### src/rtl/io_bus_bridge_if.sv
// Handshake and IO-bus signal bundle between the byte-stream bridge and its neighbours.
// master = bridge side; slave = byte source/sink and bus responders.
interface io_bus_bridge_if;
  logic [7:0] rx_data;
  logic       rx_valid;
  logic       rx_ready;
  logic [7:0] tx_data;
  logic       tx_valid;
  logic       tx_ready;
  logic [7:0] bus_addr;
  logic [7:0] bus_dout;
  logic       bus_w_en;
  logic       bus_r_en;
  logic [7:0] bus_din;

  modport master (
    input  rx_data, rx_valid,
    output rx_ready,
    output tx_data, tx_valid,
    input  tx_ready,
    output bus_addr, bus_dout, bus_w_en, bus_r_en,
    input  bus_din
  );

  modport slave (
    output rx_data, rx_valid,
    input  rx_ready,
    input  tx_data, tx_valid,
    output tx_ready,
    input  bus_addr, bus_dout, bus_w_en, bus_r_en,
    output bus_din
  );
endinterface

### src/rtl/io_bus_bridge.sv
// Byte-stream command parser driving the peripheral IO bus; read results return as a byte stream.
// Commands: 'W' addr data, 'R' addr, 'B' addr count (count 0 = 256 sequential reads).
module io_bus_bridge #(
  parameter logic [7:0]  CMD_WRITE = 8'h57,
  parameter logic [7:0]  CMD_READ  = 8'h52,
  parameter logic [7:0]  CMD_BURST = 8'h42,
  parameter logic [15:0] TIMEOUT   = 16'd50000
) (
  input  logic                clk_i,
  input  logic                rst_i,
  io_bus_bridge_if.master     io,
  output logic                busy_o,
  output logic [7:0]          timeouts_o
);

  // state     | meaning
  // IDLE      | waiting for an opcode byte
  // GET_ADDR  | waiting for the address operand
  // GET_DATA  | waiting for the write data operand
  // GET_COUNT | waiting for the burst count operand
  // BUS_WR    | write strobe cycle
  // BUS_RD    | read strobe cycle
  // WAIT_RD   | responder data valid, captured at end of cycle
  // SEND      | presenting read byte until the sink takes it
  typedef enum logic [2:0] {
    S_IDLE, S_GET_ADDR, S_GET_DATA, S_GET_COUNT,
    S_BUS_WR, S_BUS_RD, S_WAIT_RD, S_SEND
  } state_t;

  state_t      state_q, state_d;
  logic [7:0]  op_q, op_d;
  logic [7:0]  addr_q, addr_d;
  logic [7:0]  dout_q, dout_d;
  logic [8:0]  rem_q, rem_d;
  logic [7:0]  txd_q, txd_d;
  logic [15:0] tocnt_q, tocnt_d;
  logic [7:0]  timeouts_q, timeouts_d;

  logic        in_get;
  logic        rx_fire;
  logic [15:0] tocnt_inc;

  assign in_get    = (state_q == S_GET_ADDR) || (state_q == S_GET_DATA) || (state_q == S_GET_COUNT);
  assign rx_fire   = io.rx_valid && io.rx_ready;
  assign tocnt_inc = tocnt_q + 16'd1;

  assign io.rx_ready = rst_i && ((state_q == S_IDLE) || in_get);
  assign io.tx_valid = (state_q == S_SEND);
  assign io.tx_data  = txd_q;
  assign io.bus_addr = addr_q;
  assign io.bus_dout = dout_q;
  assign io.bus_w_en = (state_q == S_BUS_WR);
  assign io.bus_r_en = (state_q == S_BUS_RD);
  assign busy_o      = (state_q != S_IDLE);
  assign timeouts_o  = timeouts_q;

  always_ff @(posedge clk_i) begin
    if (!rst_i) begin
      state_q    <= S_IDLE;
      op_q       <= 8'h00;
      addr_q     <= 8'h00;
      dout_q     <= 8'h00;
      rem_q      <= 9'd0;
      txd_q      <= 8'h00;
      tocnt_q    <= 16'd0;
      timeouts_q <= 8'h00;
    end else begin
      state_q    <= state_d;
      op_q       <= op_d;
      addr_q     <= addr_d;
      dout_q     <= dout_d;
      rem_q      <= rem_d;
      txd_q      <= txd_d;
      tocnt_q    <= tocnt_d;
      timeouts_q <= timeouts_d;
    end
  end

  always_comb begin
    state_d    = state_q;
    op_d       = op_q;
    addr_d     = addr_q;
    dout_d     = dout_q;
    rem_d      = rem_q;
    txd_d      = txd_q;
    tocnt_d    = tocnt_q;
    timeouts_d = timeouts_q;

    case (state_q)
      S_IDLE: begin
        tocnt_d = 16'd0;
        if (rx_fire && ((io.rx_data == CMD_WRITE) || (io.rx_data == CMD_READ) ||
                        (io.rx_data == CMD_BURST))) begin
          op_d    = io.rx_data;
          state_d = S_GET_ADDR;
        end
      end
      S_GET_ADDR: begin
        if (rx_fire) begin
          addr_d = io.rx_data;
          if (op_q == CMD_WRITE) begin
            state_d = S_GET_DATA;
          end else if (op_q == CMD_READ) begin
            rem_d   = 9'd1;
            state_d = S_BUS_RD;
          end else begin
            state_d = S_GET_COUNT;
          end
        end
      end
      S_GET_DATA: begin
        if (rx_fire) begin
          dout_d  = io.rx_data;
          state_d = S_BUS_WR;
        end
      end
      S_GET_COUNT: begin
        if (rx_fire) begin
          rem_d   = (io.rx_data == 8'h00) ? 9'd256 : {1'b0, io.rx_data};
          state_d = S_BUS_RD;
        end
      end
      S_BUS_WR: state_d = S_IDLE;
      S_BUS_RD: state_d = S_WAIT_RD;
      S_WAIT_RD: begin
        txd_d   = io.bus_din;
        state_d = S_SEND;
      end
      S_SEND: begin
        if (io.tx_ready) begin
          rem_d = rem_q - 9'd1;
          if (rem_q == 9'd1) begin
            state_d = S_IDLE;
          end else begin
            addr_d  = addr_q + 8'd1;
            state_d = S_BUS_RD;
          end
        end
      end
      default: state_d = S_IDLE;
    endcase

    // Operand wait: any accepted byte restarts the count; TIMEOUT idle cycles abandon the command.
    if (in_get) begin
      if (rx_fire) begin
        tocnt_d = 16'd0;
      end else if (TIMEOUT != 16'd0) begin
        tocnt_d = tocnt_inc;
        if (tocnt_inc == TIMEOUT) begin
          tocnt_d = 16'd0;
          state_d = S_IDLE;
          if (timeouts_q != 8'hFF) timeouts_d = timeouts_q + 8'd1;
        end
      end
    end
  end

endmodule
### src/flat_wrapper.sv
// flat-port wrapper written by rule: the top's interface ports become plain ports
module io_bus_bridge_flat 
#(
  parameter logic [7:0]  CMD_WRITE = 8'h57,
  parameter logic [7:0]  CMD_READ  = 8'h52,
  parameter logic [7:0]  CMD_BURST = 8'h42,
  parameter logic [15:0] TIMEOUT   = 16'd50000
)
  (clk_i, rst_i, busy_o, timeouts_o, io_rx_data, io_rx_valid, io_rx_ready, io_tx_data, io_tx_valid, io_tx_ready, io_bus_addr, io_bus_dout, io_bus_w_en, io_bus_r_en, io_bus_din);
  io_bus_bridge_if io_i ();
  input  logic clk_i;
  input  logic rst_i;
  output logic busy_o;
  output logic [7:0] timeouts_o;
  input wire logic [$bits(io_i.rx_data)-1:0] io_rx_data;
  input wire logic [$bits(io_i.rx_valid)-1:0] io_rx_valid;
  output wire logic [$bits(io_i.rx_ready)-1:0] io_rx_ready;
  output wire logic [$bits(io_i.tx_data)-1:0] io_tx_data;
  output wire logic [$bits(io_i.tx_valid)-1:0] io_tx_valid;
  input wire logic [$bits(io_i.tx_ready)-1:0] io_tx_ready;
  output wire logic [$bits(io_i.bus_addr)-1:0] io_bus_addr;
  output wire logic [$bits(io_i.bus_dout)-1:0] io_bus_dout;
  output wire logic [$bits(io_i.bus_w_en)-1:0] io_bus_w_en;
  output wire logic [$bits(io_i.bus_r_en)-1:0] io_bus_r_en;
  input wire logic [$bits(io_i.bus_din)-1:0] io_bus_din;
  assign io_i.rx_data = io_rx_data;
  assign io_i.rx_valid = io_rx_valid;
  assign io_rx_ready = io_i.rx_ready;
  assign io_tx_data = io_i.tx_data;
  assign io_tx_valid = io_i.tx_valid;
  assign io_i.tx_ready = io_tx_ready;
  assign io_bus_addr = io_i.bus_addr;
  assign io_bus_dout = io_i.bus_dout;
  assign io_bus_w_en = io_i.bus_w_en;
  assign io_bus_r_en = io_i.bus_r_en;
  assign io_i.bus_din = io_bus_din;
  io_bus_bridge #(.CMD_WRITE(CMD_WRITE), .CMD_READ(CMD_READ), .CMD_BURST(CMD_BURST), .TIMEOUT(TIMEOUT)) u_core (.clk_i(clk_i), .rst_i(rst_i), .io(io_i), .busy_o(busy_o), .timeouts_o(timeouts_o));
endmodule
### config.mk
export PLATFORM = sky130hd
export DESIGN_NAME = io_bus_bridge_flat
export DESIGN_NICKNAME = d
export VERILOG_FILES = /design/src/rtl/io_bus_bridge_if.sv /design/src/rtl/io_bus_bridge.sv /design/src/flat_wrapper.sv
export SDC_FILE = /design/constraint.sdc
export NUM_CORES = 1
export LEC_CHECK = 0
export ABC_CLOCK_PERIOD_IN_PS = 5700
export CORE_UTILIZATION = 30
export CTS_BUF_LIST = sky130_fd_sc_hd__clkbuf_2 sky130_fd_sc_hd__clkbuf_4 sky130_fd_sc_hd__clkbuf_8
export CTS_CLUSTER_DIAMETER = 200
export DETAILED_ROUTE_END_ITERATION = 10
export GPL_TIMING_DRIVEN = 0
export PLACE_DENSITY = 0.53
export SYNTH_ARGS = -nofsm -noshare
export SYNTH_HDL_FRONTEND = slang
export SYNTH_SLANG_ARGS = --single-unit
export TNS_END_PERCENT = 5
### constraint.sdc
create_clock -name clk_i -period 5.7 [get_ports clk_i]
set_clock_uncertainty 0.05 [all_clocks]
set_input_delay 0.57 -clock clk_i [delete_from_list [all_inputs] [get_ports clk_i]]
set_output_delay 0.57 -clock clk_i [all_outputs]
set_load 0.01 [all_outputs]
## Word-level counts from Yosys, hierarchy flattened

Cells that the tools add are included.

| cells by class | value |
|---|---|
| bitwise gates (word level) | 1 |
| eq/ne operators | 21 |
| multiplexer cells | 27 |
| reduce and logical (&&, ||, !) cells | 19 |
| add/subtract/negate cells | 4 |

Operators by type and width:

| cell | count |
|---|---|
| 2-to-1 mux 16 bit | 4 |
| 2-to-1 mux 9 bit | 6 |
| equality test 8 x 7 -> 1 bit (second input constant) | 5 |
| 2-to-1 mux 3 bit | 11 |
| one-hot mux 9 bit (3 select lines) | 1 |
| 2-to-1 mux 8 bit | 3 |
| one-hot mux 3 bit (8 select lines) | 1 |
| adder 16 x 1 -> 16 bit (second input constant) | 1 |
| adder 8 x 1 -> 8 bit (second input constant) | 2 |
| equality test 16 bit (second input constant) | 1 |
| one-hot mux 8 bit (2 select lines) | 1 |
| equality test 3 bit (second input constant) | 4 |
| equality test 9 x 1 -> 1 bit (second input constant) | 1 |
| subtractor 9 x 1 -> 9 bit (second input constant) | 1 |
| zero test 8 bit | 1 |
| inequality test 8 bit (second input constant) | 1 |
| AND reduction 4 bit | 2 |
| equality test 3 x 2 -> 1 bit (second input constant) | 2 |
| inequality test 2 x 1 -> 1 bit (second input constant) | 3 |
| inequality test 2 bit (second input constant) | 3 |
| AND reduction 6 bit | 1 |
| nonzero test 3 bit | 2 |
| logical OR 1 bit | 5 |
| AND reduction 2 bit | 2 |
| other kinds (5) | 8 |

| storage, ports and cells | value |
|---|---|
| logic and storage cells | 80 |
| output and inout port bits | 37 |
| bits in registers | 68 |

## Logic depth before layout (Yosys ltp)

Gate-level depths: netlist of the first run.

| logic depth | value |
|---|---|
| depth after elaboration | 12 |
| mapped depth | 9 |
| depth with buffers taken out | 8 |

## Worst setup path after synthesis of the first run

OpenSTA, ideal clock, no wires.

| timing path | value |
|---|---|
| path type | reg2reg |
| from | register u_core.tocnt_q[4] |
| to | register u_core.timeouts_q[4], in the netlist u_core.timeouts_o[4] |
| path buffers | 2 |
| data required time | 5.580 ns |
| stages on the path, launching flop included | 9 |
| slack | 3.309 ns |
| period minus slack after synthesis | 2.391 ns |
| arrival | 2.271 ns |
| cell sequence | dfxtp_1 -> buf_2 -> nand4_2 -> nor4_1 -> mux2_2 -> or3_1 -> buf_2 -> or4_1 -> a21oi_1 |

| on the way | value |
|---|---|
| word-level cells in the longest chain between the ends | 3 |

Ends and longest elaborated chain:

| what | line | text |
|---|---|---|
| from (decl) | io_bus_bridge.sv:36 | `logic [15:0] tocnt_q, tocnt_d;` |
| from (signal assigned) | io_bus_bridge.sv:74 | `tocnt_q <= tocnt_d;` |
| adder 16 x 1 -> 16 bit | io_bus_bridge.sv:45 | `assign tocnt_inc = tocnt_q + 16'd1;` |
| equality test 16 bit | io_bus_bridge.sv:149 | `if (tocnt_inc == TIMEOUT) begin` |
| AND reduction 4 bit (no source line) | n/a |  |
| to (signal assigned) | io_bus_bridge.sv:75 | `timeouts_q <= timeouts_d;` |
| to (decl) | io_bus_bridge.sv:37 | `logic [7:0] timeouts_q, timeouts_d;` |

Every way passes these cells.
A chain may end at the register's enable or synchronous reset.

## Worst setup path in the final report of the first run

| timing path | value |
|---|---|
| from | register u_core.state_q[2] |
| to | output io_bus_r_en |

| on the way | value |
|---|---|
| word-level cells in the longest chain between the ends | 1 |

Ends and longest elaborated chain:

| what | line | text |
|---|---|---|
| from (decl) | io_bus_bridge.sv:30 | `state_t state_q, state_d;` |
| from (signal assigned) | io_bus_bridge.sv:68 | `state_q <= state_d;` |
| equality test 3 bit | io_bus_bridge.sv:53 | `assign io.bus_r_en = (state_q == S_BUS_RD);` |
| to (decl) | flat_wrapper.sv:24 | `output wire logic [$bits(io_i.bus_r_en)-1:0] io_bus_r_en;` |

Every way passes these cells.

==> impl_metrics.py, run 1 <==
metrics = {
    "layout": {
        "antenna_cells": 0,
        "finalNetCount": 558,
        "drive_gt1_frac": 0.0653,
        "syn2layout_area_growth_pct": 26.0,
        "n_fill_cell": 1292,
    },
    "place": {
        "place_ws_ns": 2.28,
        "dp_hpwl_um": 7700,
        "place_congestion": 0.870,
        "port_buffers": 56,
    },
    "worst_setup_path": {
        "cp-start-kind": "flip-flop",
        "path_class": "reg -> out",
        "worstPathArrival_ns": 2.89,
        "endpoint_kind": "output pin",
        "worstPathMaxFanout": 10,
        "worst_ep_required_time_ns": 5.08,
    },
    "synthesis": {
        "yosys_most_used_dff": "dfxtp_1",
        "async_flop_share": 0,
        "syn_inst": 466,
        "synth_top_area_share": 0.367,
        "synth.top_cells.by_count": "dfxtp_1 (68), nor2_1 (55), nand2_1 (42), nand3_1 (31), clkbuf_1 (26)",
        "ys_warn_count": 0,
        "synthTopCellsByArea": "dfxtp_1 (37%), nor2_1 (5.6%), mux2i_1 (4.9%), nand2_1 (4.2%), nand3_1 (4.2%)",
        "syn_avg_cell_area_um2": 7.97,
        "synth.distinct_cells": 64,
        "synth_edf_count": 0,
        "post-synth-top-area-cell": "dfxtp_1",
        "synth_area_mm2": 0.00371,
        "synth-seq-cells": 68,
        "yosysMostFrequentCell": "dfxtp_1",
        "ys_seq_area_frac": 0.367,
        "syn-num-nets": 491,
    },
    "floorplanning": {
        "pin_count": 57,
        "core.rowCount": 40,
        "coreArea_mm2": 0.0121,
        "die_y_um": 113,
        "die_w_um": 113,
        "dieArea_mm2": 0.0128,
        "start_util": 0.308,
    },
    "cts": {
        "cts_tree": "done",
        "cts.clk_slew.worst_paths_ns": 0.07,
        "post-cts-setup-buffers": 0,
        "insertion_delay_ns": 0.37,
        "root_buffer": "clkbuf_8",
        "cts_resized": 0,
        "cts_buffer_depth": 2,
        "cts_inserted_buffers": 9,
        "cts_num_sinks": 68,
        "cts_hold_buf": 0,
        "cts_max_level": 3,
    },
    "power": {
        "power_leakage_uw": 0.00161,
        "total_power_uw": 922,
        "power_density_mw_per_mm2": 197,
        "vdd_drop_max_v": 0.000147,
    },
    "flow_run": {
        "drv_cap": 0,
    },
    "grt": {
        "grt_pass1_wl_um": 18100,
        "grt_antenna_before_repair": 0,
        "grt_max_degree": 11,
        "grt_remaining_overflow": 0,
        "grt_pass1_vias": 3552,
        "grtUsageTotal": 0.181,
    },
    "status": {
        "outcome": "finished, final reports clean",
    },
    "timing": {
        "finalMaxSlewViolations": 0,
        "rsz0062_at_grt": "false",
        "finalCritPeriodShare": 0.616,
        "fmax_ghz": 0.285,
        "hold_violations": 0,
        "setup_slack_ns": 2.19,
        "setup_viol_count_final": 0,
        "fin_tns_setup_ns": 0,
        "max_slew_margin": 0.446,
        "timing.final.crit_period_ns": 3.51,
        "tightest_slew_ns": 0.830,
    },
    "detailed_routing": {
        "wl_um": 10800,
        "drt_iter0_markers": 182,
        "wl_per_cell_um": 15.3,
        "dr.pass1.iters": 4,
        "final_antenna_net_count": 0,
        "viasPerCell": 5.29,
        "vias": 3726,
        "route.detailed.drc": 0,
    },
    "min_path": {
        "hold_path_class": "reg -> reg",
    },
}
-- final cells by class --
cell class,count,area (um2),share of cell area
flip-flops and latches,68,1360,0.291
multi-input cells,358,2200,0.470
clock buffers,12,159,0.0340
clock inverters,2,35.0,0.00749
inverters,7,26.3,0.00562
plain buffers,33,129,0.0276
repair buffers,56,561,0.120
well taps,168,210,0.0449
-- state kept, by name, summed over array words and instances, names as in the netlist --
register,count
u_core.io.bus_addr,8
u_core.io.bus_dout,8
u_core.io.tx_data,8
u_core.op_q,8
u_core.rem_q,9
u_core.state_q,3
u_core.timeouts_o,8
u_core.tocnt_q,16
-- placed cells by master, fill, tap and decap left out, types with 5 or more instances in the layout --
cell,count
o211ai_1,5
nand3_1,31
and3_1,13
nor4_1,6
clkdlybuf4s50_1,56
nand2b_1,6
dfxtp_1,68
nor2_1,55
ha_1,5
clkbuf_8,11
a31oi_1,6
nand4_1,10
inv_1,7
mux2i_1,18
nand2_1,42
clkbuf_1,26
nand3b_1,10
o21ai_0,24
a21oi_1,22
or3_1,5
or4_1,5
o31ai_1,6
a22oi_1,12
nor3_1,7
-- per-layer routing --
metal,global-route usage,wire (um)
met1,0.226,5000
met2,0.293,4950
met3,0.0578,666
met4,0.0596,169
met5,0,0
-- critical path, stage by stage (launching register included) --
cell             delay [ns]
dfxtp_1                0.44
clkbuf_1               0.35
clkbuf_1               0.43
clkbuf_1               0.49
nand2_1                0.11
nor2_1                 0.15
clkdlybuf4s50_1        0.56
-- per-stage QoR --
stage / cells / utilization / instance area (um2) / hold slack (ns)
5_1_grt: 704 / 0.388 / 4680 / 0.434
6_report: 704 / 0.388 / 4680 / 0.411
3_3_place_gp: 690 / 0.372 / 4480 / 0.391
2_1_floorplan: 466 / - / 3710 / 0.377
3_5_place_dp: 690 / 0.372 / 4480 / 0.399
4_1_cts: 704 / 0.388 / 4680 / 0.410
-- where the power goes --
part | internal [uW] | switching [uW]
Combinational | 17.0 | 23.0
Clock | 225 | 181
Sequential | 475 | 0.216
Total | 717 | 205
-- worst paths after layout --
| kind | start | end | slack [ns] | depth (start not counted) |
|---|---|---|---|---|
| hold / removal | u_core.op_q[4]$_SDFFE_PN0P_ | u_core.op_q[4]$_SDFFE_PN0P_ | 0.41 | 2 |
| setup reg to reg | u_core.state_q[1]$_SDFF_PN0_ | u_core.io.bus_addr[5]$_SDFFE_PN0P_ | 2.72 | 9 |
| setup / recovery | u_core.state_q[2]$_SDFF_PN0_ | io_bus_r_en | 2.19 | 6 |
| hold reg to reg | u_core.op_q[4]$_SDFFE_PN0P_ | u_core.op_q[4]$_SDFFE_PN0P_ | 0.41 | 2 |
-- kinds of logic after synthesis --
kind of cell / synth area share
AND/OR/NAND/NOR: 0.315
adder cells (fa/ha/maj): 0.0169
multiplexers: 0.0546
flip-flops: 0.367
XOR/XNOR: 0.00708
buffers and inverters: 0.0418
AO/OA/AOI/OAI: 0.198
No activity file was read; power rests on OpenSTA's default activity.
==> run 2: changes to the inputs <==
- ABC_CLOCK_PERIOD_IN_PS: 5700 -> 3000
- PLACE_DENSITY: 0.53 -> 0.54
- clock period: 5.7 -> 3 ns (I/O delays scaled with it)
==> impl_metrics.py, run 2 (synthesis gave the netlist of run 1 again) <==
metrics = {
    "status": {
        "outcome": "finished, final reports clean",
    },
    "timing": {
        "tightest_slew_ns": 0.730,
        "fmax_ghz": 0.358,
        "rsz0062_at_grt": "true",
        "setup_slack_ns": 0.203,
        "setup_viol_count_final": 0,
        "finalCritPeriodShare": 0.932,
        "max_slew_margin": 0.510,
        "finalMaxSlewViolations": 0,
        "hold_violations": 0,
        "timing.final.crit_period_ns": 2.80,
    },
    "power": {
        "vdd_drop_max_v": 0.000204,
        "power_density_mw_per_mm2": 390,
        "power_leakage_uw": 0.00163,
    },
    "worst_setup_path": {
        "r2r_slack_ns": 0.22,
        "endpoint_kind": "output pin",
        "worstPathMaxFanout": 10,
        "path_class": "in -> out",
        "worst_ep_required_time_ns": 2.65,
        "worstPathArrival_ns": 2.45,
        "cp-start-kind": "input pin",
    },
    "place": {
        "port_buffers": 56,
        "place_ws_ns": 0.0371,
        "dp_hpwl_um": 7800,
        "place_congestion": 0.902,
    },
    "grt": {
        "use_met2": 0.295,
        "grt_max_degree": 12,
        "top_usage_layer": "met2",
        "grt_pass1_vias": 3605,
        "grt_remaining_overflow": 0,
        "grt_antenna_before_repair": 0,
        "grtUsageTotal": 0.178,
        "grt_pass1_wl_um": 18200,
        "use_met1": 0.231,
        "use_met3": 0.0407,
    },
    "cts": {
        "cts_max_level": 3,
        "root_buffer": "clkbuf_8",
        "insertion_delay_ns": 0.35,
        "cts_hold_buf": 0,
        "cts_tree": "done",
        "cts_num_sinks": 68,
        "cts_inserted_buffers": 9,
        "cts.clk_slew.worst_paths_ns": 0.07,
        "post-cts-setup-buffers": 0,
        "cts_buffer_depth": 2,
    },
    "detailed_routing": {
        "wl_um": 10900,
        "viasPerCell": 5.34,
        "wl_per_cell_um": 15.5,
        "final_antenna_net_count": 0,
        "vias": 3768,
        "route.detailed.drc": 0,
        "dr.pass1.iters": 5,
        "drt_iter0_markers": 206,
    },
    "floorplanning": {
        "dieArea_mm2": 0.0128,
        "die_y_um": 113,
        "start_util": 0.308,
        "coreArea_mm2": 0.0121,
        "core.rowCount": 40,
        "pin_count": 57,
        "die_w_um": 113,
    },
    "layout": {
        "drive_gt1_frac": 0.0762,
        "finalNetCount": 558,
        "syn2layout_area_growth_pct": 27.0,
        "final_cell_mix": "dfxtp_1 (68), clkdlybuf4s50_1 (56), nor2_1 (55)",
        "final_common_cell": "dfxtp_1",
        "antenna_cells": 0,
        "largest_register": "u_core.tocnt_q",
        "reg_top3": "u_core.tocnt_q (16), u_core.rem_q (9)",
        "largest_reg_flops": 16,
        "utilization": 0.391,
    },
    "flow_run": {
        "drv_cap": 0,
    },
    "min_path": {
        "hold_path_class": "reg -> reg",
    },
}
## run 2: power breakdown
group / internal (uW) / total (uW) / switching [uW]
sequential: 902 / 903 / 0.405
clock: 496 / 858 / 362
combinational: 32.3 / 75.6 / 43.3
## run 2: worst paths after layout
path,from,end,cells past startpoint
worst max register to register,u_core.state_q[1]$_SDFF_PN0_,u_core.io.bus_addr[5]$_SDFFE_PN0P_,9
worst min-delay path,u_core.op_q[4]$_SDFFE_PN0P_,u_core.op_q[4]$_SDFFE_PN0P_,2
worst min register to register,u_core.op_q[4]$_SDFFE_PN0P_,u_core.op_q[4]$_SDFFE_PN0P_,2
worst max-delay path,rst_i,io_rx_ready,6
## run 2: area by class of cell
cell class / count / area, um2
buffer: 33 / 133
clock buffer: 11 / 145
clock inverter: 5 / 75.1
fill: 1229 / 7350
inverter: 7 / 26.3
multi-input combinational: 358 / 2200
sequential: 68 / 1360
tap: 168 / 210
timing repair buffer: 56 / 561
## run 2: timing repair
action,4_1_cts,5_1_grt
pin swaps,0,1
endpoints found under the setup margin,3,10
gates resized for setup,2,3
## run 2: metrics by stage
| stage | setup TNS (ns) | total power, uW | instance area, um2 | instances | hold WS [ns] |
|---|---|---|---|---|---|
| 3_5_place_dp | 0 | 1000 | 4480 | 690 | 0.392 |
| 6_report | 0 | 1840 | 4710 | 706 | 0.404 |
| 3_3_place_gp | 0 | 999 | 4480 | 690 | 0.391 |
| 5_1_grt | -0.0765 | 1910 | 4710 | 706 | 0.441 |
| 2_1_floorplan | 0 | 949 | 3710 | 466 | 0.377 |
| 4_1_cts | 0 | 1870 | 4710 | 706 | 0.402 |
## run 2: critical path: stages
cell             delay, ns
clkdlybuf4s50_1       0.52
inv_1                 0.12
clkbuf_1              0.41
clkbuf_1              0.50
nor2_1                0.08
clkdlybuf4s50_1       0.51
## run 2: per-layer routing
layer  wire [um]  vias up
met3         547        7
met1        5100     1820
li1            -     1853
met4          68        0
met2        5230       88
met5           0        -
==> run 3: changes to the inputs <==
- CAP_MARGIN: unset -> 20
- SETUP_SLACK_MARGIN: unset -> 0.05
==> results of run 3 <==
Same layout as run 2: the final DEF is identical, and so are final timing and power.
